<file path="src/rtl/fft_control_param_if.sv">
// Control/address bundle between a host, the mixed-radix FFT sequencer and the
// butterfly datapath with its four-bank A/B ping-pong memories.
interface fft_control_param_if #(
  parameter int MAX_LOG2N = 10
);
  localparam int ADDR_W = MAX_LOG2N - 2;

  logic              start;
  logic              abort;
  logic [3:0]        log2n;
  logic [ADDR_W-1:0] addr_rd_0;
  logic [ADDR_W-1:0] addr_rd_1;
  logic [ADDR_W-1:0] addr_rd_2;
  logic [ADDR_W-1:0] addr_rd_3;
  logic [1:0]        bank_rd_rot;
  logic [4*ADDR_W-1:0] addr_wr;
  logic [1:0]        bank_wr_rot;
  logic [ADDR_W-1:0] addr_coef;
  logic              we_a;
  logic              we_b;
  logic              source_data;
  logic              source_cont;
  logic              but_type;
  logic              busy;
  logic              rdy;

  modport master (
    output start, abort, log2n,
    input  addr_rd_0, addr_rd_1, addr_rd_2, addr_rd_3, bank_rd_rot, addr_wr,
           bank_wr_rot, addr_coef, we_a, we_b, source_data, source_cont,
           but_type, busy, rdy
  );

  modport slave (
    input  start, abort, log2n,
    output addr_rd_0, addr_rd_1, addr_rd_2, addr_rd_3, bank_rd_rot, addr_wr,
           bank_wr_rot, addr_coef, we_a, we_b, source_data, source_cont,
           but_type, busy, rdy
  );
endinterface

</file>
<file path="src/rtl/fft_control_param.sv">
// Run-time sized radix-4/radix-2 FFT sequencer: four-bank read addressing, twiddle
// addresses and a PIPE_LAT-deep write-side delay line for the ping-pong memories.
module fft_control_param #(
  parameter int MAX_LOG2N = 10,
  parameter int PIPE_LAT  = 4
) (
  input logic                clk,
  input logic                rst_n,
  fft_control_param_if.slave bus
);
  localparam int ADDR_W = MAX_LOG2N - 2;
  localparam int NDIG   = (MAX_LOG2N + 1) / 2;
  localparam int DW     = (PIPE_LAT > 1) ? $clog2(PIPE_LAT) : 1;
  localparam logic [3:0]    MAX_L      = 4'(MAX_LOG2N);
  localparam logic [DW-1:0] DRAIN_LAST = DW'(PIPE_LAT - 1);

  typedef enum logic [2:0] {IDLE, RUN, DRAIN, NEXT, DONE} state_e;

  typedef struct packed {
    logic [4*ADDR_W-1:0] addr;
    logic [1:0]          rot;
    logic                but_type;
    logic                we_a;
    logic                we_b;
  } wr_t;

  state_e              state, state_nxt;
  logic [ADDR_W-1:0]   cnt, cnt_max, coef;
  logic [DW-1:0]       drain_cnt;
  logic [3:0]          l_reg, stage, last_stage, span_log, coef_sh;
  logic                legal, run, radix2, cnt_end, drain_end, busy;
  logic [MAX_LOG2N-1:0] cnt_w, mask;
  logic [MAX_LOG2N-1:0] elem [4];
  logic [1:0]          bank [4];
  logic [ADDR_W-1:0]   rd [4];
  logic [1:0]          rot;
  wr_t                 rd_word;
  wr_t                 pipe [PIPE_LAT];

  assign legal      = (bus.log2n >= 4'd4) && (bus.log2n <= MAX_L);
  assign last_stage = 4'((({1'b0, l_reg} + 5'd1) >> 1) - 5'd1);
  assign cnt_max    = {ADDR_W{1'b1}} >> (MAX_L - l_reg);
  assign cnt_end    = (cnt == cnt_max);
  assign drain_end  = (drain_cnt == DRAIN_LAST);
  assign run        = (state == RUN);
  assign busy       = (state != IDLE);
  assign radix2     = l_reg[0] && (stage == last_stage);

  // NOTE: sequential state uses non-blocking assignments so every flop samples pre-edge values.
  always_ff @(posedge clk or negedge rst_n) begin
    if (!rst_n) state <= IDLE;
    else        state <= state_nxt;
  end

  // NOTE: next state defaults to the current state first, so no path infers a latch.
  always_comb begin
    state_nxt = state;
    case (state)
      IDLE:    if (bus.start && legal) state_nxt = RUN;
      RUN:     if (cnt_end) state_nxt = DRAIN;
      DRAIN:   if (drain_end) state_nxt = (stage == last_stage) ? DONE : NEXT;
      NEXT:    state_nxt = RUN;
      DONE:    state_nxt = IDLE;
      default: state_nxt = IDLE;
    endcase
    if (bus.abort) state_nxt = IDLE;
  end

  always_ff @(posedge clk or negedge rst_n) begin
    if (!rst_n) begin
      cnt       <= '0;
      drain_cnt <= '0;
      stage     <= '0;
      l_reg     <= '0;
    end else if (bus.abort) begin
      cnt       <= '0;
      drain_cnt <= '0;
      stage     <= '0;
    end else begin
      case (state)
        IDLE:    if (bus.start && legal) l_reg <= bus.log2n;
        RUN:     cnt <= cnt_end ? '0 : cnt + 1'b1;
        DRAIN:   drain_cnt <= drain_end ? '0 : drain_cnt + 1'b1;
        NEXT:    stage <= stage + 4'd1;
        DONE:    stage <= '0;
        default: ;
      endcase
    end
  end

  // Radix-4 legs: the leg index is a base-4 digit spliced into cnt at bit span_log.
  assign span_log = l_reg - {stage[2:0], 1'b0} - 4'd2;
  assign coef_sh  = {stage[2:0], 1'b0};
  assign cnt_w    = MAX_LOG2N'(cnt);
  assign mask     = ~({MAX_LOG2N{1'b1}} << span_log);

  function automatic logic [1:0] digit_sum(input logic [MAX_LOG2N-1:0] e);
    logic [2*NDIG-1:0] ep;
    logic [1:0]        acc;
    ep  = (2*NDIG)'(e);
    acc = '0;
    for (int d = 0; d < NDIG; d++) acc = acc + ep[2*d +: 2];
    return acc;
  endfunction

  always_comb begin
    for (int b = 0; b < 4; b++) rd[b] = '0;
    for (int j = 0; j < 4; j++) begin
      elem[j] = radix2 ? {cnt, 2'(j)}
                       : (((cnt_w & ~mask) << 2) | (MAX_LOG2N'(j) << span_log) | (cnt_w & mask));
      bank[j] = digit_sum(elem[j]);
      if (run) rd[bank[j]] = elem[j][MAX_LOG2N-1:2];
    end
  end

  assign rot  = run ? bank[0] : 2'b00;
  assign coef = (run && !radix2) ? ADDR_W'((cnt_w & mask) << coef_sh) : '0;

  assign rd_word = '{addr:     {rd[3], rd[2], rd[1], rd[0]},
                     rot:      rot,
                     but_type: run & radix2,
                     we_a:     run & stage[0],
                     we_b:     run & ~stage[0]};

  // NOTE: the delay line is reset and abort-flushed because it carries write enables.
  always_ff @(posedge clk or negedge rst_n) begin
    if (!rst_n) begin
      for (int i = 0; i < PIPE_LAT; i++) pipe[i] <= '0;
    end else if (bus.abort) begin
      for (int i = 0; i < PIPE_LAT; i++) pipe[i] <= '0;
    end else begin
      pipe[0] <= rd_word;
      for (int i = 1; i < PIPE_LAT; i++) pipe[i] <= pipe[i-1];
    end
  end

  assign bus.addr_rd_0   = rd[0];
  assign bus.addr_rd_1   = rd[1];
  assign bus.addr_rd_2   = rd[2];
  assign bus.addr_rd_3   = rd[3];
  assign bus.bank_rd_rot = rot;
  assign bus.addr_coef   = coef;
  assign bus.addr_wr     = pipe[PIPE_LAT-1].addr;
  assign bus.bank_wr_rot = pipe[PIPE_LAT-1].rot;
  assign bus.but_type    = pipe[PIPE_LAT-1].but_type;
  assign bus.we_a        = pipe[PIPE_LAT-1].we_a;
  assign bus.we_b        = pipe[PIPE_LAT-1].we_b;
  assign bus.source_data = busy & stage[0];
  assign bus.source_cont = busy;
  assign bus.busy        = busy;
  assign bus.rdy         = (state == DONE);
endmodule

</file>
<file path="src/flat_wrapper.sv">
// flat-port wrapper written by rule: the top's interface ports become plain ports
module fft_control_param_flat 
#(
  parameter int MAX_LOG2N = 10,
  parameter int PIPE_LAT  = 4
)
  (clk, rst_n, bus_start, bus_abort, bus_log2n, bus_addr_rd_0, bus_addr_rd_1, bus_addr_rd_2, bus_addr_rd_3, bus_bank_rd_rot, bus_addr_wr, bus_bank_wr_rot, bus_addr_coef, bus_we_a, bus_we_b, bus_source_data, bus_source_cont, bus_but_type, bus_busy, bus_rdy);
  fft_control_param_if #(.MAX_LOG2N(MAX_LOG2N)) bus_i ();
  input logic clk;
  input logic rst_n;
  input wire logic [$bits(bus_i.start)-1:0] bus_start;
  input wire logic [$bits(bus_i.abort)-1:0] bus_abort;
  input wire logic [$bits(bus_i.log2n)-1:0] bus_log2n;
  output wire logic [$bits(bus_i.addr_rd_0)-1:0] bus_addr_rd_0;
  output wire logic [$bits(bus_i.addr_rd_1)-1:0] bus_addr_rd_1;
  output wire logic [$bits(bus_i.addr_rd_2)-1:0] bus_addr_rd_2;
  output wire logic [$bits(bus_i.addr_rd_3)-1:0] bus_addr_rd_3;
  output wire logic [$bits(bus_i.bank_rd_rot)-1:0] bus_bank_rd_rot;
  output wire logic [$bits(bus_i.addr_wr)-1:0] bus_addr_wr;
  output wire logic [$bits(bus_i.bank_wr_rot)-1:0] bus_bank_wr_rot;
  output wire logic [$bits(bus_i.addr_coef)-1:0] bus_addr_coef;
  output wire logic [$bits(bus_i.we_a)-1:0] bus_we_a;
  output wire logic [$bits(bus_i.we_b)-1:0] bus_we_b;
  output wire logic [$bits(bus_i.source_data)-1:0] bus_source_data;
  output wire logic [$bits(bus_i.source_cont)-1:0] bus_source_cont;
  output wire logic [$bits(bus_i.but_type)-1:0] bus_but_type;
  output wire logic [$bits(bus_i.busy)-1:0] bus_busy;
  output wire logic [$bits(bus_i.rdy)-1:0] bus_rdy;
  assign bus_i.start = bus_start;
  assign bus_i.abort = bus_abort;
  assign bus_i.log2n = bus_log2n;
  assign bus_addr_rd_0 = bus_i.addr_rd_0;
  assign bus_addr_rd_1 = bus_i.addr_rd_1;
  assign bus_addr_rd_2 = bus_i.addr_rd_2;
  assign bus_addr_rd_3 = bus_i.addr_rd_3;
  assign bus_bank_rd_rot = bus_i.bank_rd_rot;
  assign bus_addr_wr = bus_i.addr_wr;
  assign bus_bank_wr_rot = bus_i.bank_wr_rot;
  assign bus_addr_coef = bus_i.addr_coef;
  assign bus_we_a = bus_i.we_a;
  assign bus_we_b = bus_i.we_b;
  assign bus_source_data = bus_i.source_data;
  assign bus_source_cont = bus_i.source_cont;
  assign bus_but_type = bus_i.but_type;
  assign bus_busy = bus_i.busy;
  assign bus_rdy = bus_i.rdy;
  fft_control_param #(.MAX_LOG2N(MAX_LOG2N), .PIPE_LAT(PIPE_LAT)) u_core (.clk(clk), .rst_n(rst_n), .bus(bus_i));
endmodule
</file>
<file path="config.mk">
export PLATFORM = sky130hd
export DESIGN_NAME = fft_control_param_flat
export DESIGN_NICKNAME = d
export VERILOG_FILES = /design/src/rtl/fft_control_param_if.sv /design/src/rtl/fft_control_param.sv /design/src/flat_wrapper.sv
export SDC_FILE = /design/constraint.sdc
export NUM_CORES = 1
export LEC_CHECK = 0
export ABC_AREA = 1
export CAP_MARGIN = 5
export CORE_UTILIZATION = 58
export DETAILED_ROUTE_END_ITERATION = 10
export GPL_ROUTABILITY_DRIVEN = 0
export PLACE_DENSITY = 0.76
export SETUP_SLACK_MARGIN = 0.1
export SYNTH_ARGS = -nofsm -noshare
export SYNTH_HDL_FRONTEND = slang
export SYNTH_SLANG_ARGS = --single-unit
</file>
<file path="constraint.sdc">
create_clock -name clk -period 8.5 [get_ports clk]
set_clock_uncertainty 0.05 [all_clocks]
set_input_delay 2.125 -clock clk [delete_from_list [all_inputs] [get_ports clk]]
set_output_delay 2.125 -clock clk [all_outputs]
set_load 0.02 [all_outputs]
</file>
==> run metrics, run 1 <==
result of the run complete, no violations; Post-Synthesis Cells 1,372; Post-Synth Simple-Gate Area 28.1%; # fillers 1,376; largest net degree at the start of global routing 89; final number of hold-violating endpoints 0; drc violations 0; worst hold path cell count 2; net count of the finished layout 1,506; arrival time worst endpoint 5.94 ns; Area Growth Syn to Fin 18.3%; launching element type of the critical path flop; fraction of final layout cells with drive strength greater than 1 14.6%; worst-case headroom to the max-slew limit 36.4%; total global-route track usage 28.3%; total of flip-flops plus latches after synthesis 169; most flop-heavy register u_core.pipe; syn nets 1,414; Die Y-Extent 133 microns; Final Slew Violations 0; post-CTS clock slew at the launch and capture registers of the worst setup and hold paths 0.07 ns; critical path peak fanout 8; global-route met3 utilization 4.76%; max frequency 123 MHz; number of inserted diodes 0; global-route track usage on met1 38.8%; cts bufs inserted 17; first-pass GRT wire length 39,300 microns; critical setup path kind flop to output pin; Post-synth EDFFs 0; unrepaired setup endpoints after global routing true; slowest cell on the critical path sky130_fd_sc_hd__fa_1; number of cells on the worst reg-to-reg path 27; met2 GRT Util 45.0%; Min-Delay Path Class flop to flop; ys flop type sky130_fd_sc_hd__dfrtp_1; distinct cell type count after synthesis 39; Hold Crit Start u_core.pipe[83]$_DFF_PN0_; detailed-route via count 8,806; horizontal die dimension 133 microns; remaining antenna violation count after routing 0; post-route fraction of the period consumed by the critical path 95.5%; drt total wl 24,500 microns; highest-count cells in the layout ignoring fill and taps sky130_fd_sc_hd__inv_1, sky130_fd_sc_hd__nand2_1, sky130_fd_sc_hd__nor2_1; starting density of the core 59.8%; placeable core area 16,700 sq um; most crowded layer after global routing met2; Post-Route Setup TNS 0 ns; slew at the pin with the worst max-slew slack 0.954 ns; largest area contributor in the synthesized netlist sky130_fd_sc_hd__dfrtp_1; number of iterations in the first detailed-routing pass 8; Buffers & Inverters on Critical Path 12; standard-cell rows 47; clock latency reported for the late side of the worst-skew pair 0.42 ns; number of port buffers 90; mux cell area share after synthesis 0%; adder-cell share of the synthesized area 5.24%; dpl hpwl 17,100 microns; delay-heaviest family, CP adder cells; number of buffers inserted for hold repair after clock tree synthesis 0; grt ovf 0; Crit path required time 6.33 ns; cell repeated most along the worst path sky130_fd_sc_hd__inv_1; main combinational cell family by area after synthesis simple AND/OR/NAND/NOR gates; cells taking the most area after synthesis sky130_fd_sc_hd__dfrtp_1, sky130_fd_sc_hd__nand2_1, sky130_fd_sc_hd__inv_1; share of the synthesized area in the top cell type 42.3%; post-synthesis xor/xnor area fraction 1.49%; Synth Cell Area 9990 sq um; share of the yosys chip area belonging to registers 42.3%; setup slack on the worst flop-to-flop path 2.97 ns; average wire length per cell after detail routing 14.5 microns; share of synthesized flip-flops with an asynchronous set or reset 100%; full die area 17,700 sq um; clock tree from TritonCTS yes; clock net sink count 169; crit path time final 8.12 ns; R2R Path End u_core.pipe[118]$_DFF_PN0_; First DRT Iteration DRCs 972; leading cell type in the layout, fill and taps excluded sky130_fd_sc_hd__inv_1; critical path endpoint category output pin; number of flip-flops under the largest register name 111; final setup fails 0; post-layout util 70.8%; worst-case clock buffer depth 2; Synth Area in Compound Gates 6.44%; Avg Vias per Cell 5.19; Root Buffer sky130_fd_sc_hd__clkbuf_16; number of levels the H-tree was split into 4; number of maximum-capacitance constraint violations 0; Yosys warning total 0; origin of the critical flop-to-flop path u_core.l_reg[1]$_DFFE_PN0P_; largest stage delay on the critical path 0.50 ns; Ports 91; Avg Synthesized Cell Area 7.28 sq um; initial antenna violation count 0; via count of the first global-routing pass 7,928; terminating pin of the worst hold path u_core.pipe[46]$_DFF_PN0_
per-stage QoR:
stage | instances | worst slack, ns | instance area, sq um | hold WS [ns]
2_1_floorplan | 1372 | 0.908 | 9990 | 0.384
3_3_place_gp | 1636 | 0.143 | 10900 | 0.386
3_5_place_dp | 1636 | 0.0209 | 10900 | 0.392
4_1_cts | 1677 | 0.0887 | 11600 | 0.402
5_1_grt | 1697 | 0.0353 | 11800 | 0.409
6_report | 1697 | 0.383 | 11800 | 0.398
how the worst max path moves through the flow:
stage                     cells after the start  slack (ns)                to                         from
final                                        37        0.38  bus_addr_rd_1[1]  u_core.l_reg[1]$_DFFE_PN0P_
after global routing                         37        0.04  bus_addr_rd_0[5]  u_core.l_reg[1]$_DFFE_PN0P_
after CTS                                    36        0.09  bus_addr_rd_1[5]  u_core.l_reg[0]$_DFFE_PN0P_
after detailed placement                     31        0.02  bus_addr_rd_2[2]  u_core.l_reg[2]$_DFFE_PN0P_
after global placement                       31        0.14  bus_addr_rd_2[2]  u_core.l_reg[2]$_DFFE_PN0P_
after floorplan                              37        0.91  bus_addr_rd_0[0]  u_core.l_reg[0]$_DFFE_PN0P_
layout make-up:
cell class	instances	area [sq um]	area share [%]
Inverter	306	1170	9.87
Multi-Input combinational cell	826	4390	37.1
Timing Repair Buffer	144	1170	9.92
Tap cell	220	275	2.33
Sequential cell	169	4230	35.8
Clock inverter	14	150	1.27
Clock buffer	18	439	3.72
tightest hold or removal path, stage by stage (launching register included):
cell	delay, ns
sky130_fd_sc_hd__dfrtp_1	0.32
sky130_fd_sc_hd__inv_1	0.03
sky130_fd_sc_hd__nor2_1	0.07
repair_timing:
item	4_1_cts	5_1_grt
buffers inserted	6	18
gates resized for setup	70	110
pin swaps	5	9
cloned	3	2
setup endpoints to repair	32	33
layer usage:
| layer | wire length, microns | part of all wire [%] |
|---|---|---|
| met4 | 1020 | 4.2 |
| met2 | 11400 | 47 |
| met1 | 9930 | 40 |
| met5 | 0 | 0 |
| met3 | 2170 | 8.8 |
cell families after synthesis:
logic type	after synthesis
XOR/XNOR	17
flip-flops	169
AO/OA/AOI/OAI	119
AND/OR/NAND/NOR	651
buffers and inverters	382
adder cells (fa/ha/maj)	34
Yosys cell counts, drive strengths merged (3+ instances only):
cell type / count
a31oi: 3
or2: 3
a21oi: 51
clkbuf: 25
nand4: 29
xor2: 10
dfrtp: 169
nor3: 10
buf: 51
xnor2: 7
fa: 13
o211ai: 3
o21ai: 52
clkinv: 3
o22ai: 7
ha: 21
inv: 303
nor2: 218
nand3: 79
nand2: 309
Power of run 1 is not shown: default switching activity piles up to over one toggle a cycle in this logic, so the estimate is an artifact.
==> inputs of run 2 (changes only) <==
Settings changed: PLACE_DENSITY 0.76 to 0.8.
==> run metrics, run 2 (same netlist as run 1, synthesis figures left out) <==
standard-cell rows 47 (unchanged); fraction of final layout cells with drive strength greater than 1 15.1% (+0.51 points); Ports 91 (unchanged); Crit path required time 6.33 ns (about the same); number of flip-flops under the largest register name 111 (unchanged); highest-count cells in the layout ignoring fill and taps sky130_fd_sc_hd__inv_1, sky130_fd_sc_hd__nand2_1, sky130_fd_sc_hd__nor2_1; # fillers 1,307 (-5.0%); grt ovf 0 (unchanged); largest stage delay on the critical path 0.58 ns (+0.08 ns); number of inserted diodes 0 (unchanged); initial antenna violation count 0 (unchanged); Area Growth Syn to Fin 18.5%; Final Slew Violations 0 (unchanged); arrival time worst endpoint 6.12 ns (+0.18 ns); number of port buffers 90 (unchanged); number of iterations in the first detailed-routing pass 6 (-2); drc violations 0 (unchanged); launching element type of the critical path flop; post-layout util 70.8% (+0.090 points); clock latency reported for the late side of the worst-skew pair 0.43 ns (about the same); dpl hpwl 17,600 microns (+2.7%); First DRT Iteration DRCs 941 (-3.2%); slew at the pin with the worst max-slew slack 1.04 ns (+0.0833 ns); number of levels the H-tree was split into 4 (unchanged); Avg Vias per Cell 5.29 (+1.9%); final setup fails 0 (unchanged); cts bufs inserted 17 (unchanged); Min-Delay Path Class flop to flop; horizontal die dimension 133 microns (unchanged); net count of the finished layout 1,502 (-0.27%); slowest cell on the critical path sky130_fd_sc_hd__fa_1; placeable core area 16,700 sq um (unchanged); Layout Cells excl Fill 1,693 (-0.24%); starting density of the core 59.8% (unchanged); worst-case headroom to the max-slew limit 30.8% (-5.6 points); first-pass GRT wire length 40,400 microns (+2.6%); worst hold margin 0.399 ns (+0.00103 ns); clock tree from TritonCTS yes; placed cells 1,637 (+0.061%); number of buffers inserted for hold repair after clock tree synthesis 0 (unchanged); detailed-route via count 8,951 (+1.6%); summed area of non-filler cells in the final layout 11,800 sq um (+0.13%); remaining antenna violation count after routing 0 (unchanged); standard cell area after detailed placement 10,900 sq um (about the same); full die area 17,700 sq um (unchanged); critical path peak fanout 8 (unchanged); max frequency 121 MHz (-2.2%); number of maximum-capacitance constraint violations 0 (unchanged); leading cell type in the layout, fill and taps excluded sky130_fd_sc_hd__inv_1; post-route fraction of the period consumed by the critical path 97.6% (+2.1 points); via count of the first global-routing pass 8,130 (+2.5%); largest net degree at the start of global routing 119 (+34%); most flop-heavy register u_core.pipe; clock net sink count 169 (unchanged); Die Y-Extent 133 microns (unchanged); Root Buffer sky130_fd_sc_hd__clkbuf_16; critical setup path kind flop to output pin; average wire length per cell after detail routing 14.9 microns (+3.3%); cell repeated most along the worst path sky130_fd_sc_hd__nand2_1; drt total wl 25,300 microns (+3.0%); result of the run complete, no violations; crit path time final 8.30 ns (+0.180 ns); post-CTS clock slew at the launch and capture registers of the worst setup and hold paths 0.07 ns (about the same); critical path endpoint category output pin; total global-route track usage 29.5% (+1.1 points); worst-case clock buffer depth 2 (unchanged); final number of hold-violating endpoints 0 (unchanged)
run 2: changes by cell type in the layout (fill, tap and decap cells not counted), sizes merged:
cell,previous run,this run
buf,63,57
bufinv,1,0
clkbuf,43,46
clkinv,3,10
clkinvlp,3,1
inv,313,310
nand2,312,310
run 2: area by class of cell:
class | count | area [sq um] | area share, %
timing repair buffer | 142 | 1170 | 9.91
clock inverter | 15 | 154 | 1.30
clock buffer | 17 | 425 | 3.60
tap | 220 | 275 | 2.33
inverter | 306 | 1150 | 9.76
multi-input combinational | 824 | 4420 | 37.3
sequential | 169 | 4230 | 35.8
run 2: per-layer routing:
metal	share of wire [%]	routed length, microns	GRT usage [%]	up-vias
li1	-	-	-	4259
met1	39	9750	38.3	4066
met2	47	11800	46.4	500
met3	9.3	2350	6.09	126
met4	5.3	1350	16.2	0
met5	0	0	0	-
run 2: path summary, 6_finish.rpt:
check	endpoint	slack [ns]	cells past startpoint	from
max reg2reg	u_core.pipe[133]$_DFF_PN0_	2.77	33	u_core.l_reg[2]$_DFFE_PN0P_
min	u_core.pipe[51]$_DFF_PN0_	0.40	2	u_core.pipe[88]$_DFF_PN0_
max in group asynchronous	u_core.pipe[68]$_DFF_PN0_	5.35	2	rst_n
min in group asynchronous	u_core.cnt[4]$_DFFE_PN0P_	1.76	1	rst_n
max	bus_addr_rd_0[1]	0.20	34	u_core.l_reg[2]$_DFFE_PN0P_
min reg2reg	u_core.pipe[51]$_DFF_PN0_	0.40	2	u_core.pipe[88]$_DFF_PN0_
run 2: critical path, delay by kind of cell (launching register included):
family          cells  cell delay, ns
compound gates      3            0.30
buf+inv             9            0.83
simple gates       15            1.60
xor+xnor            2            0.45
fa+ha+maj           5            2.09
flops               1            0.42
run 2: repair_timing:
action	4_1_cts	5_1_grt
pin swaps	9	18
setup endpoints to repair	32	33
gates cloned	3	0
buffers inserted	5	16
gates resized for setup	56	116
run 2: metrics by stage:
| stage | setup TNS (ns) | worst slack [ns] |
|---|---|---|
| global route | -0.198 | -0.0307 |
| CTS | 0 | 0.0898 |
| global placement | 0 | 0.0691 |
| detailed placement | -0.134 | -0.0535 |
| finish | 0 | 0.203 |
| floorplan | 0 | 0.908 |
Power of run 2 is left out for the same reason.
